**config.mk**
```make
export PLATFORM = sky130hd
export DESIGN_NAME = hazard_ctrl_unit
export DESIGN_NICKNAME = d
export VERILOG_FILES = /design/src/rtl/cpu_types_pkg.sv /design/src/rtl/hz_match_scan.sv /design/src/rtl/hazard_ctrl_unit.sv
export SDC_FILE = /design/constraint.sdc
export NUM_CORES = 1
export LEC_CHECK = 0
export BUFFER_PORTS_ARGS = -buffer_cell sky130_fd_sc_hd__clkbuf_2
export CAP_MARGIN = 20
export CORE_AREA = 2 2 59 61
export DETAILED_ROUTE_END_ITERATION = 8
export DIE_AREA = 0 0 61 63
export PLACE_DENSITY = 0.69
export SLEW_MARGIN = 10
export SYNTH_ARGS = -nofsm -noshare
export SYNTH_HDL_FRONTEND = slang
export SYNTH_SLANG_ARGS = --single-unit
```
**constraint.sdc**
```tcl
create_clock -name CLK -period 2 [get_ports CLK]
set_input_delay 0.1 -clock CLK [delete_from_list [all_inputs] [get_ports CLK]]
set_output_delay 0.1 -clock CLK [all_outputs]
set_load 0.05 [all_outputs]
```
**src/rtl/cpu_types_pkg.sv**
```systemverilog
// Shared pipeline types for the hazard controller: register index type,
// hazard FSM state encoding and the forward-select value meaning "regfile".
package cpu_types_pkg;

    localparam int REG_W_DEF = 5;
    localparam int FWD_RF    = 0;

    typedef logic [REG_W_DEF-1:0] regbits_t;

    typedef enum logic [1:0] {
        HZ_RUN    = 2'd0,
        HZ_DWAIT  = 2'd1,
        HZ_SQUASH = 2'd2
    } hz_state_t;

endpackage

```
**src/rtl/hz_match_scan.sv**
```systemverilog
// Priority scan of the in-flight producer stages for one decode source.
// Reports any match, a match against a load in stage 0, and the forward select.
module hz_match_scan
    import cpu_types_pkg::*;
#(
    parameter int NSTAGES = 2,
    parameter int REG_W   = 5,
    parameter int FSEL_W  = $clog2(NSTAGES + 1)
) (
    input  logic [REG_W-1:0]         src,
    input  logic                     src_used,
    input  logic [NSTAGES*REG_W-1:0] stg_dest,
    input  logic [NSTAGES-1:0]       stg_wen,
    input  logic                     load0,
    output logic                     hit,
    output logic                     load_hit,
    output logic [FSEL_W-1:0]        sel
);

    logic [NSTAGES-1:0] match;

    always_comb begin
        match = '0;
        for (int k = 0; k < NSTAGES; k++) begin
            match[k] = src_used && stg_wen[k]
                       && (stg_dest[k*REG_W +: REG_W] != '0)
                       && (stg_dest[k*REG_W +: REG_W] == src);
        end
    end

    // Walk oldest to youngest so the youngest matching producer wins;
    // a load in stage 0 has no data yet and can never be a forward source.
    always_comb begin
        hit      = |match;
        load_hit = match[0] && load0;
        sel      = FSEL_W'(FWD_RF);
        for (int k = NSTAGES - 1; k >= 1; k--) begin
            if (match[k]) begin
                sel = FSEL_W'(k + 1);
            end
        end
        if (match[0] && !load0) begin
            sel = FSEL_W'(1);
        end
    end

endmodule

```
**src/rtl/hazard_ctrl_unit.sv**
```systemverilog
// Parametrised stall/flush/forward controller for the N-stage pipeline.
// Define HAZARD_FORWARDING_EN for operand forwarding; otherwise every RAW dependency stalls.
module hazard_ctrl_unit
    import cpu_types_pkg::*;
#(
    parameter int  NSTAGES = 2,
    parameter int  REG_W   = 5,
    parameter int  CNT_W   = 16,
    localparam int FSEL_W  = $clog2(NSTAGES + 1)
) (
    input  logic                     CLK,
    input  logic                     RST,
    input  logic                     ihit,
    input  logic                     dhit,
    input  logic                     dmem_req,
    input  logic [REG_W-1:0]         dec_rs,
    input  logic [REG_W-1:0]         dec_rt,
    input  logic [1:0]               dec_use,
    input  logic [NSTAGES*REG_W-1:0] stg_dest,
    input  logic [NSTAGES-1:0]       stg_wen,
    input  logic [NSTAGES-1:0]       stg_load,
    input  logic                     br_taken,
    output logic                     pcEN,
    output logic                     fdEN,
    output logic                     dxEN,
    output logic                     xmEN,
    output logic                     mwEN,
    output logic                     fd_flush,
    output logic                     dx_flush,
    output logic [FSEL_W-1:0]        fwd_a,
    output logic [FSEL_W-1:0]        fwd_b,
    output logic [CNT_W-1:0]         stall_cnt,
    output logic [1:0]               hz_state
);

    hz_state_t          state, next_state;
    logic               dwait;
    logic               data_hz;
    logic               hit_a, hit_b, load_a, load_b;
    logic [FSEL_W-1:0]  sel_a, sel_b;
    logic [FSEL_W-1:0]  fwd_a_c, fwd_b_c;

    hz_match_scan #(.NSTAGES(NSTAGES), .REG_W(REG_W), .FSEL_W(FSEL_W)) u_scan_rs (
        .src      (dec_rs),
        .src_used (dec_use[0]),
        .stg_dest (stg_dest),
        .stg_wen  (stg_wen),
        .load0    (stg_load[0]),
        .hit      (hit_a),
        .load_hit (load_a),
        .sel      (sel_a)
    );

    hz_match_scan #(.NSTAGES(NSTAGES), .REG_W(REG_W), .FSEL_W(FSEL_W)) u_scan_rt (
        .src      (dec_rt),
        .src_used (dec_use[1]),
        .stg_dest (stg_dest),
        .stg_wen  (stg_wen),
        .load0    (stg_load[0]),
        .hit      (hit_b),
        .load_hit (load_b),
        .sel      (sel_b)
    );

`ifdef HAZARD_FORWARDING_EN
    logic unused_scan;
    assign unused_scan = hit_a ^ hit_b;
    assign data_hz     = load_a | load_b;
    assign fwd_a_c     = sel_a;
    assign fwd_b_c     = sel_b;
`else
    logic unused_scan;
    assign unused_scan = ^{load_a, load_b, sel_a, sel_b};
    assign data_hz     = hit_a | hit_b;
    assign fwd_a_c     = FSEL_W'(FWD_RF);
    assign fwd_b_c     = FSEL_W'(FWD_RF);
`endif

    assign dwait    = dmem_req && !dhit;
    assign hz_state = state;

    always_ff @(posedge CLK) begin
        if (RST) begin
            state <= HZ_RUN;
        end else begin
            state <= next_state;
        end
    end

    // A pending data access freezes everything, so it outranks a branch;
    // SQUASH waits for the stale fetch to return so it can be dropped.
    always_comb begin
        next_state = state;
        pcEN       = 1'b0;
        fdEN       = 1'b0;
        dxEN       = 1'b0;
        xmEN       = 1'b0;
        mwEN       = 1'b0;
        fd_flush   = 1'b0;
        dx_flush   = 1'b0;
        fwd_a      = FSEL_W'(FWD_RF);
        fwd_b      = FSEL_W'(FWD_RF);
        if (RST) begin
            next_state = HZ_RUN;
        end else begin
            fwd_a = fwd_a_c;
            fwd_b = fwd_b_c;
            if (dwait) begin
                next_state = (state == HZ_SQUASH) ? HZ_SQUASH : HZ_DWAIT;
            end else if (state == HZ_SQUASH) begin
                dxEN = 1'b1;
                xmEN = 1'b1;
                mwEN = 1'b1;
                if (br_taken) begin
                    pcEN     = 1'b1;
                    fdEN     = ihit;
                    fd_flush = ihit;
                    dx_flush = 1'b1;
                end else if (ihit) begin
                    pcEN       = 1'b1;
                    fdEN       = 1'b1;
                    fd_flush   = 1'b1;
                    next_state = HZ_RUN;
                end else begin
                    dx_flush = 1'b1;
                end
            end else begin
                next_state = HZ_RUN;
                dxEN       = 1'b1;
                xmEN       = 1'b1;
                mwEN       = 1'b1;
                if (br_taken) begin
                    pcEN     = 1'b1;
                    dx_flush = 1'b1;
                    if (ihit) begin
                        fdEN     = 1'b1;
                        fd_flush = 1'b1;
                    end else begin
                        next_state = HZ_SQUASH;
                    end
                end else if (data_hz || !ihit) begin
                    dx_flush = 1'b1;
                end else begin
                    pcEN = 1'b1;
                    fdEN = 1'b1;
                end
            end
        end
    end

    always_ff @(posedge CLK) begin
        if (RST) begin
            stall_cnt <= '0;
        end else if (!pcEN && (stall_cnt != {CNT_W{1'b1}})) begin
            stall_cnt <= stall_cnt + 1'b1;
        end
    end

endmodule
```
==> results_dict.tcl, run 1 <==
set metrics [dict create \
    status "complete, no violations" \
    cts_buffers 3 \
    grt_pass1_wl_um 5057 \
    finalCritPeriodShare_pct 94.72 \
    synthTopCellsByCount "dfxtp_1 (18), xor2_1 (18), a21oi_1 (15)" \
    critical-path-slowest-cell "or4_1" \
    ant_nets 0 \
    antenna_found_initial 0 \
    power_density_nw_per_um2 471.9 \
    drive_gt1_share_pct 46.49 \
    worst-path-buf-inv 3 \
    synth_area_per_cell_um2 8.157 \
    hold_path.class "in -> reg" \
    synth_seq_area_share_pct 28.32 \
    final_cells 274 \
    synth_compound_area_share_pct 19.57 \
    grt_pass1_vias 1259 \
    place_inst 267 \
    dieArea_um2 3843 \
    gp_congestion 0.7958 \
    critical_path_class "in -> out" \
    drc_errors 0 \
    rsz0062_at_grt "true" \
    fp.coreArea_um2 3232 \
    yosys_most_used_dff "dfxtp_1" \
    yosys-top-cells-area "dfxtp_1 (28%), xor2_1 (12%), a21oi_1 (5.9%)" \
    fin_area_um2 1804 \
    vias 1365 \
    synth_top_family_by_area "simple AND/OR/NAND/NOR gates" \
    overflow 0 \
    num_rows 21 \
    skew_ps 3.729 \
    vdd_drop_max_v 0.0002043 \
    cpPeakStageDelay_ps 540 \
    p_leak_nw 0.7464 \
    cts_tree "done" \
    synthDistinctLibCells 38 \
    drt_iter0_markers 53 \
    num-fill-cells 318 \
    fin_nets 262 \
    critPathCaptureType "primary output" \
    dp_hpwl_um 2552 \
    cp_max_fo 4 \
    avgViaCountPerCell 4.982 \
    cts.hold.buffers_added 0 \
    yosysTopAreaCellShare_pct 28.32 \
    grt_usage_pct 16.98 \
    path_cells "clkbuf_2, or4_1, o21ai_1, o22ai_4, buf_4, nand2_1, nand2_1, o21a_1, clkbuf_2" \
    setup-violations-final 0 \
    synth_top_cell_by_area "dfxtp_1" \
    start_util_pct 39.37 \
    layout_setup_ws_ps 105.6 \
    die_y_um 63 \
    yosys_warnings 0 \
    synthArstFlopShare_pct 0 \
    crit_family "simple AND/OR/NAND/NOR gates" \
    post-route-min-period_ps 1894 \
    totalWireLength_um 3211 \
    place_area_um2 1744 \
    diodes 0 \
    synthAdderAreaFrac_pct 0.9833 \
    synth_edf_count 0 \
    place_ws_ps -0.003775 \
    clock.fmax_mhz 527.9 \
    netlist_instances 156 \
    grt_start_max_net_pins 20 \
    clock_path_buffers 2 \
    hold_viol_final 0 \
    synthToLayoutAreaGrowth_pct 41.79 \
    synth_xor_xnor_area_share_pct 15.14 \
    wl_per_cell_um 11.72 \
    root_buffer "clkbuf_4" \
    muxShareOfSynthArea_pct 1.967 \
    synth_area_um2 1272 \
    clkTransAtPathRegs_ps 100 \
    fp.dieW_um 61 \
    arrival_ps 1790 \
    worstPathRequired_ps 1900 \
    startpoint_type "primary input" \
    pin_count 61 \
    maxCapViolations 0 \
    clock-sinks 18 \
    yosys.area_share.simple_pct 26.65 \
    io_buffers 54 \
    ys_seq_elements 18 \
    clock_latency_ps 300 \
    firstDrtPassIters 6 \
    htree_levels 1 \
    final_max_slew_viol_count 0 \
]
-- sequential cells by signal, summed over array words and instances (netlist names) --
name / flops
hz_state: 2
stall_cnt: 16
-- path summary, 6_finish.rpt --
check / slack, ps / endpoint / cells past startpoint / start
worst min-delay path: 70 / hz_state[0] / 3 / dmem_req
worst min register to register: 500 / stall_cnt[14] / 2 / stall_cnt[14]
worst max-delay path: 110 / dx_flush / 9 / stg_dest[0]
worst max register to register: 140 / stall_cnt[13] / 8 / stall_cnt[0]
-- worst reg2reg max path: cells and delay by family, from the launching register on --
| kind | cells | cell delay [ps] |
|---|---|---|
| AOI/OAI and AO/OA | 3 | 420 |
| buffers and inverters | 1 | 170 |
| DFF | 1 | 390 |
| and+or+nand+nor | 4 | 830 |
-- power breakdown --
part	switching (mW)	leakage (nW)	internal, mW	total (mW)
Clock	0.115	0.0150	0.0777	0.192
Combinational	0.181	0.577	0.100	0.281
Sequential	0.0105	0.154	0.368	0.378
-- logic make-up (layout without fill, tap and decap cells) --
logic type / after synthesis / in the layout
other cells: 1 / 4
simple gates: 60 / 60
flops: 18 / 18
xor+xnor: 22 / 22
mux: 2 / 2
buf+inv: 14 / 82
compound gates: 38 / 39
fa+ha+maj: 1 / 1
-- metal layers --
metal	wire, µm	vias to the layer above	GRT usage (%)	part of all wire (%)
li1	-	703	-	-
met1	1389	604	19.30	43
met2	1565	51	29.84	49
met3	189	7	2.899	5.9
met4	67	0	7.337	2.1
met5	0	-	0	0
-- area by class of cell --
type / instances / area (µm²) / share of cell area [%]
Inverter: 4 / 15.01 / 0.8322
Sequential cell: 18 / 386.6 / 21.43
Timing Repair Buffer: 74 / 420.4 / 23.30
Tap cell: 46 / 57.56 / 3.190
Clock buffer: 4 / 26.28 / 1.456
Multi-Input combinational cell: 128 / 898.4 / 49.79
-- through the flow --
| step | TNS, ps | utilization [%] | power, mW | hold slack, ps |
|---|---|---|---|---|
| after floorplan | -0.8193 | - | 0.5800 | 239.5 |
| after global placement | 0 | 53.97 | 0.6577 | 383.6 |
| after detailed placement | -0.003775 | 53.97 | 0.6618 | 388.1 |
| after CTS | 0 | 54.97 | 0.8534 | 58.41 |
| after global routing | -5.739 | 55.83 | 0.8957 | 76.15 |
| final | 0 | 55.83 | 0.8515 | 65.14 |
-- placed cells by master (no fill, tap or decap), types with 3 or more instances in the layout --
| cell type | count |
|---|---|
| or4_1 | 5 |
| nor4_1 | 3 |
| o21ai_0 | 4 |
| xnor2_1 | 4 |
| nand4_1 | 5 |
| or3_1 | 8 |
| dfxtp_1 | 3 |
| o31ai_1 | 3 |
| clkbuf_2 | 54 |
| a21oi_1 | 14 |
| buf_4 | 20 |
| dfxtp_2 | 12 |
| nand2_1 | 9 |
| nand2b_1 | 3 |
| inv_1 | 4 |
| clkbuf_4 | 3 |
| and2_1 | 3 |
| nor2_1 | 8 |
| dfxtp_4 | 3 |
| xor2_1 | 18 |
| nand3_1 | 3 |
| conb_1 | 4 |
| nor2b_1 | 3 |
| o21ai_1 | 8 |
-- what timing repair did --
| action | in CTS | in global routing |
|---|---|---|
| pin swaps | 0 | 2 |
| setup buffers | 0 | 2 |
| setup endpoints to repair | 1 | 10 |
| resized for setup | 1 | 0 |
| cloned | 0 | 1 |
(Power assumes the default switching activity.)
==> inputs of run 2 (changes only) <==
CORE_AREA = 2 2 61 63   (was 2 2 59 61)
DIE_AREA = 0 0 63 65   (was 0 0 61 63)
PLACE_DENSITY = 0.71   (was 0.69)
SYNTH_HIERARCHICAL = 1   (was default)
==> run 2 against run 1 <==
  * Synthesized cell count rose by 10%
  * Sequential cell count did not move
  * Combinational power rose by 1%
  * Non-clock buffer count fell by 6
  * Clock skew fell by 2.3 ps
  * Register-to-register slack barely moved
  * Critical path type is now reg -> reg
  * Largest power group unchanged
  * Highest routed layer unchanged
==> results_dict.tcl, run 2 <==
set metrics [dict create \
    status "complete, no violations" \
    final-seq-area_um2 385.4 \
    power_density_nw_per_um2 476.3 \
    grt_pass1_wl_um 5837 \
    dp_hpwl_um 2852 \
    hold_viol_final 0 \
    maxCapViolations 0 \
    reg2reg_from "stall_cnt[4]" \
    num_rows 22 \
    rsz0062_at_grt "false" \
    final_util_pct 53.51 \
    worstPathRequired_ps 2200 \
    cts_buffers 3 \
    layout_setup_ws_ps 153.9 \
    pin_count 61 \
    place_ws_ps -33.99 \
    cp_max_fo 6 \
    min_from "br_taken" \
    combPwrFrac_pct 32.0 \
    cts_setup_buffers 0 \
    startpoint_type "register" \
    diodes 0 \
    setup-violations-final 0 \
    cts_tree "done" \
    largest_register "stall_cnt" \
    final_common_cell "clkbuf_2" \
    antenna_found_initial 0 \
    clock_latency_ps 300 \
    seq_power_share_pct 42.3 \
    setup_tns_ps 0 \
    fp.coreArea_um2 3496 \
    avgViaCountPerCell 5.003 \
    die_y_um 65 \
    clkTransAtPathRegs_ps 100 \
    synth_area_per_cell_um2 8.162 \
    ant_nets 0 \
    final_max_slew_viol_count 0 \
    startpoint "stall_cnt[4]" \
    grt_usage_pct 17.75 \
    vdd_drop_max_v 0.0002112 \
    netlist_instances 172 \
    switching_share_pct 35.36 \
    vias 1436 \
    finalCritPeriodShare_pct 92.30 \
    critical_path_class "reg -> reg" \
    num-fill-cells 359 \
    dieArea_um2 4095 \
    clock.fmax_mhz 541.7 \
    start_util_pct 40.16 \
    firstDrtPassIters 4 \
    fin_nets 273 \
    drc_errors 0 \
    htree_levels 1 \
    critPathCaptureType "register" \
    post-route-min-period_ps 1846 \
    final_cell_mix "clkbuf_2 (53), nor2_1 (18), buf_4 (14)" \
    arrival_ps 2040 \
    clock-sinks 18 \
    totalWireLength_um 3388 \
    wl_per_cell_um 11.80 \
    synth_area_um2 1404 \
    yosys_warnings 6 \
    grt_pass1_vias 1322 \
    multiInputGateArea_um2 988.4 \
    io_buffers 54 \
    p_leak_nw 0.8362 \
    hold_path.class "in -> reg" \
    power.net_switching_mw 0.3150 \
    fp.dieW_um 63 \
    power_frac_clock_pct 25.7 \
    synthToLayoutAreaGrowth_pct 33.24 \
    clock_path_buffers 2 \
    drt_iter0_markers 77 \
    internal_power_mw 0.5760 \
    skew_ps 1.421 \
    root_buffer "clkbuf_4" \
    grt_start_max_net_pins 14 \
    overflow 0 \
    drive_gt1_share_pct 44.35 \
    gp_congestion 0.8690 \
    largest_reg_flops 16 \
]
==> run 2: cell count changes in the layout (fill, tap and decap cells not counted), sizes merged, moves of 4 or more <==
cell	previous run	this run
buf	20	14
o21ai	12	6
nor2	11	18
nor3	2	6
xor2	18	13
nand2	9	13
==> run 2: stage by stage <==
| stage | instance area, µm² | hold slack [ps] | power, mW | cells |
|---|---|---|---|---|
| final | 1871 | 110.3 | 0.8910 | 287 |
| after detailed placement | 1832 | 432.0 | 0.6703 | 283 |
| after global placement | 1832 | 440.3 | 0.6684 | 283 |
| after global routing | 1871 | 129.4 | 0.9376 | 287 |
| after CTS | 1868 | 100.8 | 0.9034 | 287 |
| after floorplan | 1450 | 239.5 | 0.5801 | 175 |
==> run 2: layer usage <==
| metal | global-route usage, % | routed length, µm | vias to the layer above |
|---|---|---|---|
| met5 | 0 | 0 | - |
| met4 | 6.389 | 50 | 0 |
| met3 | 2.604 | 116 | 5 |
| met2 | 30.05 | 1654 | 25 |
| met1 | 22.92 | 1568 | 644 |
| li1 | - | - | 762 |
==> run 2: layout make-up <==
class                           instances  area share, %
Clock buffer                            4          1.940
Inverter                                6          1.204
Multi-Input combinational cell        143          52.84
Sequential cell                        18          20.60
Timing Repair Buffer                   68          20.20
Tap cell                               48          3.211
==> run 2: critical path: stages (launching register included) <==
cell and delay (ps):
dfxtp_2 380, nand4_1 190, or4_4 590, a21boi_4 170, nand4_2 100, mux2_1 310
==> run 2: worst paths after layout <==
| kind | cells past startpoint | slack (ps) | endpoint |
|---|---|---|---|
| worst max register to register | 5 | 150 | stall_cnt[4] |
| worst max-delay path | 5 | 150 | stall_cnt[4] |
| worst min register to register | 2 | 490 | stall_cnt[15] |
| worst min-delay path | 3 | 110 | hz_state[1] |
==> run 2: what timing repair did <==
item | 4_1_cts | 5_1_grt
setup endpoints to repair | 0 | 1
hold buffers | 0 | 0
gates resized for setup | 0 | 2
==> run 2: power groups by stage <==
stage          Clock (mW)  Combinational, mW  Sequential (mW)
2_1_floorplan           0              0.162            0.419
3_3_place_gp            0              0.283            0.385
3_5_place_dp            0              0.285            0.385
4_1_cts             0.241              0.286            0.377
5_1_grt             0.251              0.307            0.379
6_report            0.229              0.285            0.377
==> inputs of run 3 (changes only) <==
--- a/config.mk
+++ b/config.mk
@@ -8,7 +8,7 @@
 export BUFFER_PORTS_ARGS = -buffer_cell sky130_fd_sc_hd__clkbuf_2
 export CAP_MARGIN = 20
-export CORE_AREA = 2 2 61 63
+export CORE_AREA = 8 8 67 69
 export DETAILED_ROUTE_END_ITERATION = 8
-export DIE_AREA = 0 0 63 65
+export DIE_AREA = 0 0 75 77
 export PLACE_DENSITY = 0.71
 export SLEW_MARGIN = 10
==> constraint.sdc (replaced) <==
create_clock -name CLK -period 2 [get_ports CLK]
set_input_delay 0 -clock CLK [delete_from_list [all_inputs] [get_ports CLK]]
set_output_delay 0 -clock CLK [all_outputs]
set_load 0.05 [all_outputs]
==> run 3 against run 2 <==
  * Sequential power about the same
  * Maximum frequency barely moved
  * Clock skew rose by 2.1 ps
  * Register-to-register slack about the same
  * Combinational power is 2% lower
  * Clock-buffer cell count is the same
  * Core utilization decreased by 1.1 points
  * Critical path depth did not move
  * Die area rose by 41%
  * Sequential cell count did not move
  * Wire length up 11%
  * Worst hold slack got worse by 80 ps
  * Largest cell class unchanged
==> results_dict.tcl, run 3 (same netlist as run 2, synthesis figures left out) <==
set metrics [dict create \
    status "complete, no violations" \
    drc_errors 0 \
    clock_path_buffers 2 \
    maxCapViolations 0 \
    largest_reg_flops 16 \
    worstPathRequired_ps 2190 \
    worst-path-buf-inv 0 \
    final_max_slew_viol_count 0 \
    root_buffer "clkbuf_4" \
    totalWireLength_um 3768 \
    diodes 0 \
    cts.hold.buffers_added 0 \
    hold_viol_final 0 \
    grt_start_max_net_pins 17 \
    hold_path.class "in -> reg" \
    rr_endpoint "stall_cnt[4]" \
    layout_setup_ws_ps 153.1 \
    io_buffers 54 \
    cp_max_fo 6 \
    cpPeakStageDelay_ps 590 \
    finalCritPeriodShare_pct 92.35 \
    rsz0062_at_grt "false" \
    clock.fmax_mhz 541.4 \
    overflow 0 \
    crit_end "stall_cnt[4]" \
    arrival_ps 2040 \
    ant_nets 0 \
    startpoint_type "register" \
    die_y_um 77 \
    power_density_nw_per_um2 484.4 \
    dieArea_um2 5775 \
    final_cells 282 \
    start_util_pct 40.16 \
    worst-path-stages 5 \
    fp.coreArea_um2 3496 \
    avgViaCountPerCell 5.245 \
    place_ws_ps 84.17 \
    clock-sinks 18 \
    num_rows 22 \
    ff2ff_path_depth 5 \
    r2r_setup_slack_ps 150 \
    p_leak_nw 0.8112 \
    critical-path-slowest-cell "or4_4" \
    vias 1479 \
    clock_latency_ps 300 \
    final_common_cell "clkbuf_2" \
    crit_family "simple AND/OR/NAND/NOR gates" \
    fin_nets 268 \
    critical_path_class "reg -> reg" \
    cts_buffers 3 \
    synthToLayoutAreaGrowth_pct 30.39 \
    largest_register "stall_cnt" \
    wl_per_cell_um 13.36 \
    clkTransAtPathRegs_ps 100 \
    critPathCaptureType "register" \
    grt_pass1_wl_um 6279 \
    reg2reg_from "stall_cnt[4]" \
    firstDrtPassIters 4 \
    post_cts_resized 0 \
    gp_congestion 0.7953 \
    pin_count 61 \
    drt_iter0_markers 45 \
    drive_gt1_share_pct 43.16 \
    setup_tns_ps 0 \
    place_inst 278 \
    grt_pass1_vias 1435 \
    htree_levels 1 \
    post-route-min-period_ps 1847 \
    antenna_found_initial 0 \
    cts_tree "done" \
    setup-violations-final 0 \
    cts_setup_buffers 0 \
    fp.dieW_um 75 \
    path_cells "nand4_1, or4_4, a21boi_4, nand4_2, mux2_1" \
    skew_ps 3.555 \
    final_cell_mix "clkbuf_2 (54), nor2_1 (18), nand2_1 (13), xor2_1 (13), a21oi_1 (12)" \
    grt_usage_pct 13.40 \
    startpoint "stall_cnt[4]" \
    dp_hpwl_um 3250 \
    vdd_drop_max_v 0.0002150 \
]
run 3: area by class of cell:
type | instances | area (µm²)
Clock buffer | 4 | 36.28
Sequential cell | 18 | 385.4
Multi-Input combinational cell | 143 | 988.4
Tap cell | 48 | 60.06
Timing Repair Buffer | 63 | 337.8
Fill cell | 357 | 1665
Inverter | 6 | 22.52
run 3: where the power goes:
| group | internal [mW] | leakage [nW] | switching, mW |
|---|---|---|---|
| Combinational | 0.0912 | 0.637 | 0.189 |
| Sequential | 0.368 | 0.153 | 0.00902 |
| Clock | 0.111 | 0.0210 | 0.118 |
run 3: metrics by stage:
| stage | hold slack [ps] | power [mW] | cell area [µm²] | utilization [%] |
|---|---|---|---|---|
| after floorplan | 139.5 | 0.5801 | 1450 | - |
| after detailed placement | 341.4 | 0.6676 | 1794 | 51.32 |
| after CTS | 21.08 | 0.9009 | 1831 | 52.36 |
| final | 30.42 | 0.8866 | 1831 | 52.36 |
| after global placement | 325.6 | 0.6633 | 1794 | 51.32 |
| after global routing | 48.39 | 0.9359 | 1831 | 52.36 |
run 3: worst min path at each step:
| stage | from | end | slack [ps] | cells after the start |
|---|---|---|---|---|
| 3_3_place_gp | br_taken | hz_state[1] | 330 | 3 |
| 2_1_floorplan | br_taken | hz_state[1] | 140 | 2 |
| 5_1_grt | RST | stall_cnt[15] | 50 | 2 |
| 3_5_place_dp | br_taken | hz_state[1] | 340 | 3 |
| 6_report | br_taken | hz_state[1] | 30 | 3 |
| 4_1_cts | br_taken | hz_state[1] | 20 | 3 |
run 3: metal layers:
metal  GRT usage [%]  vias to the layer above  routed length [µm]
li1                -                      751                   -
met1           15.68                      682                1595
met2           23.10                       38                1924
met3           2.861                        8                 178
met4           3.922                        0                  69
met5               0                        -                   0
run 3: worst register-to-register path, stage by stage, from the launching register on:
cell      delay [ps]
dfxtp_2          380
nand4_1          190
or4_4            590
a21boi_4         170
nand4_2          110
mux2_1           310
